==> config.mk <==
export PLATFORM = sky130hd
export DESIGN_NAME = mul_issue_ctrl_taint
export DESIGN_NICKNAME = d
export VERILOG_FILES = /design/src/rtl/mul_issue_ctrl_taint.sv
export SDC_FILE = /design/constraint.sdc
export NUM_CORES = 1
export LEC_CHECK = 0
export ABC_AREA = 1
export CORE_MARGIN = 5
export CORE_UTILIZATION = 48
export CTS_CLUSTER_DIAMETER = 120
export DETAILED_ROUTE_END_ITERATION = 12
export HOLD_SLACK_MARGIN = 0.06
export PLACE_DENSITY = 0.75
export SYNTH_ARGS = -nofsm -noshare
export SYNTH_HDL_FRONTEND = slang
export SYNTH_SLANG_ARGS = --single-unit
==> constraint.sdc <==
create_clock -name clk -period 2.3 [get_ports clk]
set_input_delay 0.345 -clock clk [delete_from_list [all_inputs] [get_ports clk]]
set_output_delay 0.345 -clock clk [all_outputs]
set_load 0.05 [all_outputs]
==> src/rtl/mul_issue_ctrl_taint.sv <==
// Request-side driver for a valid-only multiplier: FIFO-buffers operand pairs, issues one at a
// time, waits for done (or times out), and reports product plus latency with 1-bit taint shadows.
module mul_issue_ctrl_taint #(
  parameter int WIDTH   = 4,
  parameter int DEPTH   = 4,
  parameter int CNT_W   = 4,
  parameter int TIMEOUT = 15
) (
  input  logic                 clk,
  input  logic                 rst,
  input  logic                 cmd_valid,
  input  logic                 cmd_valid_t,
  output logic                 cmd_ready,
  output logic                 cmd_ready_t,
  input  logic [WIDTH-1:0]     cmd_a,
  input  logic                 cmd_a_t,
  input  logic [WIDTH-1:0]     cmd_b,
  input  logic                 cmd_b_t,
  output logic                 mul_valid,
  output logic                 mul_valid_t,
  output logic [WIDTH-1:0]     mul_a,
  output logic                 mul_a_t,
  output logic [WIDTH-1:0]     mul_b,
  output logic                 mul_b_t,
  input  logic                 mul_done,
  input  logic                 mul_done_t,
  input  logic [2*WIDTH-1:0]   mul_result,
  input  logic                 mul_result_t,
  output logic                 res_valid,
  output logic                 res_valid_t,
  output logic [2*WIDTH-1:0]   res_data,
  output logic                 res_data_t,
  output logic [CNT_W-1:0]     res_cycles,
  output logic                 res_cycles_t,
  output logic                 timeout,
  output logic                 timeout_t
);
  // Handshake: an operand pair transfers on a cycle where cmd_valid && cmd_ready at the rising
  // edge; mul_valid, res_valid and timeout are single-cycle pulses with no back-pressure.

  localparam int AW = $clog2(DEPTH);

  typedef enum logic [1:0] {S_IDLE, S_ISSUE, S_WAIT} state_t;
  state_t state_q, state_d;

  logic [AW:0]      wr_ptr, rd_ptr;
  logic [WIDTH-1:0] mem_a [DEPTH];
  logic [WIDTH-1:0] mem_b [DEPTH];
  logic             mem_at [DEPTH];
  logic             mem_bt [DEPTH];
  logic             full, empty, push, pop;
  logic [CNT_W-1:0] cnt_q;
  logic             tim_t, wd_t, occ_t;
  logic             at_limit;

  // Extra wrap bit distinguishes full from empty when the indices match.
  assign full  = (wr_ptr[AW] != rd_ptr[AW]) && (wr_ptr[AW-1:0] == rd_ptr[AW-1:0]);
  assign empty = (wr_ptr == rd_ptr);
  assign cmd_ready = !full;
  assign push  = cmd_valid && cmd_ready;
  assign pop   = (state_q == S_ISSUE);
  assign at_limit = (cnt_q == CNT_W'(TIMEOUT));

  always_comb begin
    state_d = state_q;
    case (state_q)
      S_IDLE:  if (!empty) state_d = S_ISSUE;
      S_ISSUE: state_d = S_WAIT;
      S_WAIT:  if (mul_done || at_limit) state_d = S_IDLE;
      default: state_d = S_IDLE;
    endcase
  end

  always_ff @(posedge clk or posedge rst) begin
    if (rst) begin
      state_q <= S_IDLE;
      wr_ptr  <= '0;
      rd_ptr  <= '0;
      for (int i = 0; i < DEPTH; i++) begin
        mem_a[i]  <= '0;
        mem_b[i]  <= '0;
        mem_at[i] <= 1'b0;
        mem_bt[i] <= 1'b0;
      end
    end else begin
      state_q <= state_d;
      if (push) begin
        mem_a[wr_ptr[AW-1:0]]  <= cmd_a;
        mem_b[wr_ptr[AW-1:0]]  <= cmd_b;
        mem_at[wr_ptr[AW-1:0]] <= cmd_a_t;
        mem_bt[wr_ptr[AW-1:0]] <= cmd_b_t;
        wr_ptr <= wr_ptr + 1'b1;
      end
      if (pop) rd_ptr <= rd_ptr + 1'b1;
    end
  end

  // Issue outputs are loaded on the IDLE->ISSUE edge so they are visible during ISSUE.
  always_ff @(posedge clk or posedge rst) begin
    if (rst) begin
      mul_valid <= 1'b0;
      mul_a     <= '0;
      mul_b     <= '0;
      mul_a_t   <= 1'b0;
      mul_b_t   <= 1'b0;
    end else begin
      mul_valid <= (state_d == S_ISSUE);
      mul_a     <= (state_d == S_ISSUE) ? mem_a[rd_ptr[AW-1:0]]  : '0;
      mul_b     <= (state_d == S_ISSUE) ? mem_b[rd_ptr[AW-1:0]]  : '0;
      mul_a_t   <= (state_d == S_ISSUE) ? mem_at[rd_ptr[AW-1:0]] : 1'b0;
      mul_b_t   <= (state_d == S_ISSUE) ? mem_bt[rd_ptr[AW-1:0]] : 1'b0;
    end
  end

  always_ff @(posedge clk or posedge rst) begin
    if (rst) begin
      cnt_q      <= '0;
      res_valid  <= 1'b0;
      res_data   <= '0;
      res_data_t <= 1'b0;
      res_cycles <= '0;
      timeout    <= 1'b0;
    end else begin
      res_valid <= 1'b0;
      timeout   <= 1'b0;
      if (state_q == S_ISSUE) begin
        cnt_q <= CNT_W'(1);
      end else if (state_q == S_WAIT) begin
        if (mul_done) begin
          res_valid  <= 1'b1;
          res_data   <= mul_result;
          res_data_t <= mul_result_t;
          res_cycles <= cnt_q;
        end else if (at_limit) begin
          timeout <= 1'b1;
        end else begin
          cnt_q <= cnt_q + 1'b1;
        end
      end
    end
  end

  // Anything whose timing follows the multiplier's done inherits a sticky timing taint.
  always_ff @(posedge clk or posedge rst) begin
    if (rst) begin
      tim_t <= 1'b0;
      wd_t  <= 1'b0;
      occ_t <= 1'b0;
    end else begin
      tim_t <= tim_t | ((state_q == S_WAIT) & mul_done_t);
      wd_t  <= (state_q == S_WAIT) & mul_done_t;
      occ_t <= occ_t | cmd_valid_t | tim_t;
    end
  end

  assign mul_valid_t  = tim_t;
  assign res_valid_t  = tim_t | wd_t;
  assign timeout_t    = tim_t | wd_t;
  assign res_cycles_t = tim_t | wd_t;
  assign cmd_ready_t  = occ_t;

endmodule

==> results by group, run 1 <==
Timing
  • Fin crit share: around nine tenths
  • Fmax: roughly 0.47 GHz
  • Hold Slack: about 0.46 ns
  • Worst-margin pin slew: approximately 0.54 ns
  • Slew HR: about 64%
  • Crit path time final: approximately 2.1 ns
  • Final Hold Fails: 0
  • Sum Neg Setup Slack: 0 ns
  • Final Setup Violations: 0
  • Unrepaired setup endpoints after global routing: no
  • Max-slew violations: 0
  • Fin Clk Skew: between 0.008 and 0.009 ns

Yosys
  • Most common cell in the netlist: nand2_1
  • Mapped Nets: roughly 440
  • Area share of the largest cell type after synthesis: between 50% and 60%
  • Asr flop ratio synth: between 90% and 100%
  • Mapped Area: 3670 um2
  • Sequential area share after synthesis: between 50% and 60%
  • Synth top cells by count: nand2_1, dfrtp_1, inv_1
  • Number of synthesized flops with an enable pin: 0
  • Synth Flop Type: dfrtp_1
  • Synth top area cells: dfrtp_1, nand2_1, inv_1, o21ai_1, o21ai_0
  • Yosys top cell by area: dfrtp_1
  • Post-Synthesis Cells: ~400
  • Yosys warns: 0
  • FF+latch count, synth: 81
  • Avg Synthesized Cell Area: roughly 9.1 um2
  • Yosys cell types: 27

Floorplanning
  • Num rows: 31
  • Die area: about 9500 um2
  • Floorplan Core Area: approximately 7300 um2
  • Die Span Y: 97.4 um
  • Io pins: 57
  • Starting Density: approximately half
  • Die W: 97.4 um

Setup path
  • R2R Setup Slk: 0.51 ns
  • Crit path launch: mul_valid_t
  • Reg2reg end: mul_b[0]
  • Worst setup EP type: primary output
  • Worst-path maximum fanout: 3
  • Critical Path Sink: timeout_t
  • CP arrival: around 1.8 ns
  • Critical path class: reg2out
  • Setup crit start kind: register
  • Worst R2R Path Depth: 9
  • Worst r2r src: rd_ptr[1]
  • CP required: 1.96 ns

Status
  • Outcome: finished, final reports clean

Route
  • Via density: 4.97
  • Final ANT Viol Nets: 0
  • DR vias: 2774
  • Drt total wl: approximately 7300 um
  • Drt first pass iters: 4
  • Drt wl/cell: 13.1 um
  • Drt first-iter violations: roughly 180
  • DR DRC count: 0

Clock network
  • Cts repair resizes: 0
  • Clock Latency Late Sink: between 0.3 and 0.4 ns
  • Bufs on Longest Clock Path: 2
  • TritonCTS clock tree: built
  • TritonCTS buffer count: 9
  • Hold_buf cts: 0
  • Root Driver: clkbuf_8
  • Clk slew on worst S/H paths: approximately 0.080 ns
  • Post CTS Setup Buffer Count: 0
  • Clock sinks: about 80
  • H-Tree Level Count: 3

Power
  • Lkg Pwr: roughly 2.2 nW
  • Logic pwr share: about 48%
  • Psw: about 2.9 mW
  • Sequential power share: a little under two fifths
  • Switching part of the total: 45.5%
  • Pwr dens: between 1000 and 1500 nW/um2
  • VDD IR max: between 0.0006 and 0.0007 V
  • Pint: around 3.5 mW
  • Clock group share of total power: 15.2%

Finish
  • P&R area growth vs syn: 21.3%
  • N_diodes: 0
  • Multi-input gate area: 1310 um2
  • Final nets: a little under 500
  • Fill cell count: ~640
  • Storage cell area: 2030 um2
  • Layout cells sized above 1: between 10% and 20%

Worst hold path
  • HP Class: in2async

Global route
  • Gr usage total: 15.9%
  • Total gr overflow: 0
  • Number of global-route vias before repair: 2564
  • Largest net degree at the start of global routing: 82
  • Initial antenna violation count: 0
  • First-pass GRT wire length: between 10000 and 15000 um

Placement
  • IO Port Bufs: 56
  • Post-DP HPWL: 4970 um
  • Routability-driven placement congestion ratio: a little over 0.8

Job
  • Max Cap Viol: 0
[layer usage]
layer / vias to the layer above / wire, um / track usage [%]
li1: 1381 / - / -
met3: 10 / 401 / 3.73
met1: 1299 / 3520 / 22.3
met2: 84 / 3300 / 24.1
met4: 0 / 76 / 5.75
met5: - / 0 / 0
[registers in the layout, summed over array words and instances, names as in the netlist]
name,count
res_valid,1
rd_ptr,3
res_cycles,4
timeout,1
cmd_ready_t,1
mem_bt,4
res_data,8
wr_ptr,3
mul_valid_t,1
wd_t,1
mem_b,16
mem_a,16
mul_a,4
mul_valid,1
cnt_q,4
mem_at,4
state_q,2
res_data_t,1
mul_a_t,1
mul_b_t,1
mul_b,4
[through the flow]
step                      std cells  area, um2  setup WS (ns)  util [%]  total power, mW
after detailed placement        542       4260          0.545      58.1             5.50
after global placement          542       4260          0.572      58.1             5.40
after global routing            558       4450          0.133      60.7             6.95
final                           558       4450          0.194      60.7             6.44
after floorplan                 403       3670          0.660         -             4.71
after CTS                       558       4450          0.168      60.7             6.49
[area by class of cell]
| class | count | area share [%] |
|---|---|---|
| multi-input combinational | 252 | 29.4 |
| sequential | 81 | 45.6 |
| clock inverter | 6 | 1.12 |
| tap | 99 | 2.78 |
| inverter | 49 | 4.33 |
| clock buffer | 10 | 3.09 |
| timing repair buffer | 61 | 13.7 |
[worst max-delay path: stages, from the launching register on]
cell and delay (ns):
dfrtp_1 0.39, or2_2 0.32, clkdlybuf4s50_1 0.71
[power groups by stage]
stage               clock network (mW)  registers [mW]  logic [mW]
finish                           0.976            2.39        3.07
global route                      1.07            2.46        3.42
CTS                               1.00            2.39        3.09
detailed placement                   0            2.41        3.09
global placement                     0            2.39        3.01
floorplan                            0            2.85        1.86
[cells by family after synthesis]
group | share of synthesized area, %
and+or+nand+nor | 18.5
buffers and inverters | 9.04
adders and majority gates | 3.41
DFF | 55.3
AOI/OAI and AO/OA | 12.6
xor gates and xnor gates | 1.19
[worst min path at each step]
stage                           start          end  slack [ns]
after CTS                 cmd_ready_t  cmd_ready_t        0.47
after floorplan              mul_done      timeout        0.42
after global placement    cmd_ready_t  cmd_ready_t        0.44
final                             rst  mul_valid_t        0.46
after global routing              rst    rd_ptr[2]        0.49
after detailed placement  cmd_ready_t  cmd_ready_t        0.45
[cell usage in the layout (no fill, tap or decap)]
master / instances
o21ai_2: 10
buf_12: 1
inv_6: 3
clkdlybuf4s50_1: 55
nand4_1: 2
nor2_2: 1
clkbuf_8: 10
xor2_1: 5
inv_2: 3
nor3_2: 1
o22ai_1: 11
nor4_1: 1
clkinv_2: 1
or2_2: 1
clkinv_4: 1
nor3_1: 10
a21oi_1: 3
buf_4: 5
nand2_2: 12
inv_1: 44
inv_8: 1
nor2_1: 25
o21ai_1: 30
o21ai_0: 28
nand2_4: 4
clkinvlp_4: 2
nand2_1: 93
nand3_1: 5
dfrtp_1: 81
ha_1: 10
(Power assumes the default switching activity.)
==> run 2: changes to the inputs <==
--- a/config.mk
+++ b/config.mk
@@ -6,12 +6,12 @@
 export NUM_CORES = 1
 export LEC_CHECK = 0
 export ABC_AREA = 1
+export CAP_MARGIN = 40
 export CORE_MARGIN = 5
-export CORE_UTILIZATION = 48
+export CORE_UTILIZATION = 35
 export CTS_CLUSTER_DIAMETER = 120
 export DETAILED_ROUTE_END_ITERATION = 12
 export HOLD_SLACK_MARGIN = 0.06
-export PLACE_DENSITY = 0.75
 export SYNTH_ARGS = -nofsm -noshare
 export SYNTH_HDL_FRONTEND = slang
 export SYNTH_SLANG_ARGS = --single-unit
==> results by group, run 2 (synthesis gave the netlist of run 1 again) <==
Timing
  • Fmax: 0.472 GHz (was 0.475 GHz)
  • Slew HR: 64.4% (was 64.2%)
  • Sum Neg Setup Slack: 0 ns (unchanged)
  • Final setup margin: 0.182 ns (was 0.194 ns)
  • Fin Clk Skew: 0.00999 ns (was 0.00832 ns)
  • Final Hold Fails: 0 (unchanged)
  • Crit path time final: 2.12 ns (was 2.11 ns)
  • Worst-margin pin slew: 0.532 ns (was 0.536 ns)
  • Fin crit share: 92.1% (was 91.6%)
  • Unrepaired setup endpoints after global routing: no (unchanged)
  • Final Setup Violations: 0 (unchanged)
  • Max-slew violations: 0 (unchanged)

Clock network
  • TritonCTS clock tree: built (unchanged)
  • Clock Latency Late Sink: 0.36 ns (was 0.35 ns)
  • Bufs on Longest Clock Path: 2 (unchanged)
  • TritonCTS buffer count: 9 (unchanged)
  • Hold_buf cts: 0 (unchanged)
  • Post CTS Setup Buffer Count: 0 (unchanged)
  • H-Tree Level Count: 3 (unchanged)
  • Clk slew on worst S/H paths: 0.08 ns (about the same)
  • Clock sinks: 81 (unchanged)
  • Cts repair resizes: 0 (unchanged)
  • Root Driver: clkbuf_8 (unchanged)

Global route
  • Largest net degree at the start of global routing: 82 (unchanged)
  • Initial antenna violation count: 0 (unchanged)
  • Number of global-route vias before repair: 2720 (was 2564)
  • Total gr overflow: 0 (unchanged)
  • First-pass GRT wire length: 13000 um (was 12300 um)
  • Gr usage total: 12.7% (was 15.9%)

Finish
  • Layout cells sized above 1: 12.0% (was 12.2%)
  • Final core occ: 44.3% (was 60.7%)
  • Design Area, Final: 4550 um2 (was 4450 um2)
  • Final nets: 489 (unchanged)
  • P&R area growth vs syn: 24.1% (was 21.3%)
  • N_diodes: 0 (unchanged)
  • Commonest non-fill, non-tap cell in the layout: nand2_1 (unchanged)
  • Top flop regs: mem_a: 16 flops, mem_b: 16 flops, res_data: 8 flops (unchanged)
  • Commonest non-fill, non-tap cells in the layout: nand2_1, dfrtp_1, clkdlybuf4s50_1, inv_1, o21ai_1 (unchanged)
  • Finished Layout Cells: 595 (was 558)

Floorplanning
  • Die area: 12600 um2 (was 9490 um2)
  • Starting Density: 35.7% (was 50.0%)
  • Num rows: 37 (was 31)
  • Io pins: 57 (unchanged)
  • Die Span Y: 112 um (was 97.4 um)
  • Die W: 112 um (was 97.4 um)
  • Floorplan Core Area: 10300 um2 (was 7330 um2)

Setup path
  • Critical path class: reg2out (unchanged)
  • Worst setup EP type: primary output (unchanged)
  • CP required: 1.96 ns (about the same)
  • CP arrival: 1.77 ns (was 1.76 ns)
  • Worst-path maximum fanout: 3 (unchanged)
  • Setup crit start kind: register (unchanged)

Placement
  • Pre-CTS WS: 0.546 ns (was 0.545 ns)
  • Routability-driven placement congestion ratio: 0.760 (was 0.824)
  • Post-DP HPWL: 5050 um (was 4970 um)
  • IO Port Bufs: 56 (unchanged)
  • Cells after DPL: 579 (was 542)
  • Placed Area: 4310 um2 (was 4260 um2)

Power
  • VDD IR max: 0.000555 V (was 0.000667 V)
  • Lkg Pwr: 2.20 nW (was 2.17 nW)
  • Pwr dens: 1470 nW/um2 (was 1450 nW/um2)

Route
  • DR vias: 2724 (was 2774)
  • Drt wl/cell: 12.8 um (was 13.1 um)
  • DR DRC count: 0 (unchanged)
  • Drt first pass iters: 4 (unchanged)
  • Final ANT Viol Nets: 0 (unchanged)
  • Drt total wl: 7600 um (was 7300 um)
  • Via density: 4.58 (was 4.97)
  • Drt first-iter violations: 114 (was 181)

Job
  • Max Cap Viol: 0 (unchanged)

Worst hold path
  • HP Class: in2async (unchanged)

Status
  • Outcome: finished, final reports clean (unchanged)
## run 2: changes by cell type in the layout (fill, tap and decap cells not counted), sizes merged
cell | previous run | this run
bufinv | 0 | 3
clkbuf | 10 | 11
clkinv | 2 | 1
inv | 51 | 48
## run 2: layout make-up
cell class | count | area, um2
fillers | 1035 | 5730
flip-flops and latches | 81 | 2030
multi-input cells | 252 | 1310
repair buffers | 61 | 608
inverters | 49 | 193
well taps | 136 | 170
clock buffers | 11 | 141
clock inverters | 5 | 103
## run 2: worst max-delay path: stages (launching register included)
cell,delay (ns)
dfrtp_1,0.39
or2_2,0.31
clkdlybuf4s50_1,0.71
## run 2: layer usage
metal / wire, um / track usage [%]
met1: 3760 / 17.0
met2: 3330 / 19.7
met3: 398 / 4.10
met4: 103 / 4.01
met5: 0 / 0
## run 2: path summary, 6_finish.rpt
| kind | start | end | slack (ns) | cells after the start |
|---|---|---|---|---|
| min | rst | cmd_ready_t | 0.46 | 3 |
| min reg2reg | cmd_ready_t | cmd_ready_t | 0.46 | 2 |
| max in group asynchronous | rst | mem_a[3] | 1.49 | 3 |
| max reg2reg | rd_ptr[1] | mem_a[11] | 0.54 | 10 |
| min in group clk | cmd_ready_t | cmd_ready_t | 0.46 | 2 |
| max | mul_valid_t | res_valid_t | 0.18 | 2 |
## run 2: power by group
part / switching (mW) / total, mW / internal [mW]
sequential: 0.384 / 2.40 / 2.01
combinational: 2.00 / 3.06 / 1.07
clock: 0.504 / 1.25 / 0.749
## run 2: stage by stage
stage / power [mW] / hold slack, ns
6_report: 6.71 / 0.455
5_1_grt: 7.26 / 0.503
4_1_cts: 6.79 / 0.467
3_5_place_dp: 5.50 / 0.448
3_3_place_gp: 5.44 / 0.441
2_1_floorplan: 4.71 / 0.418
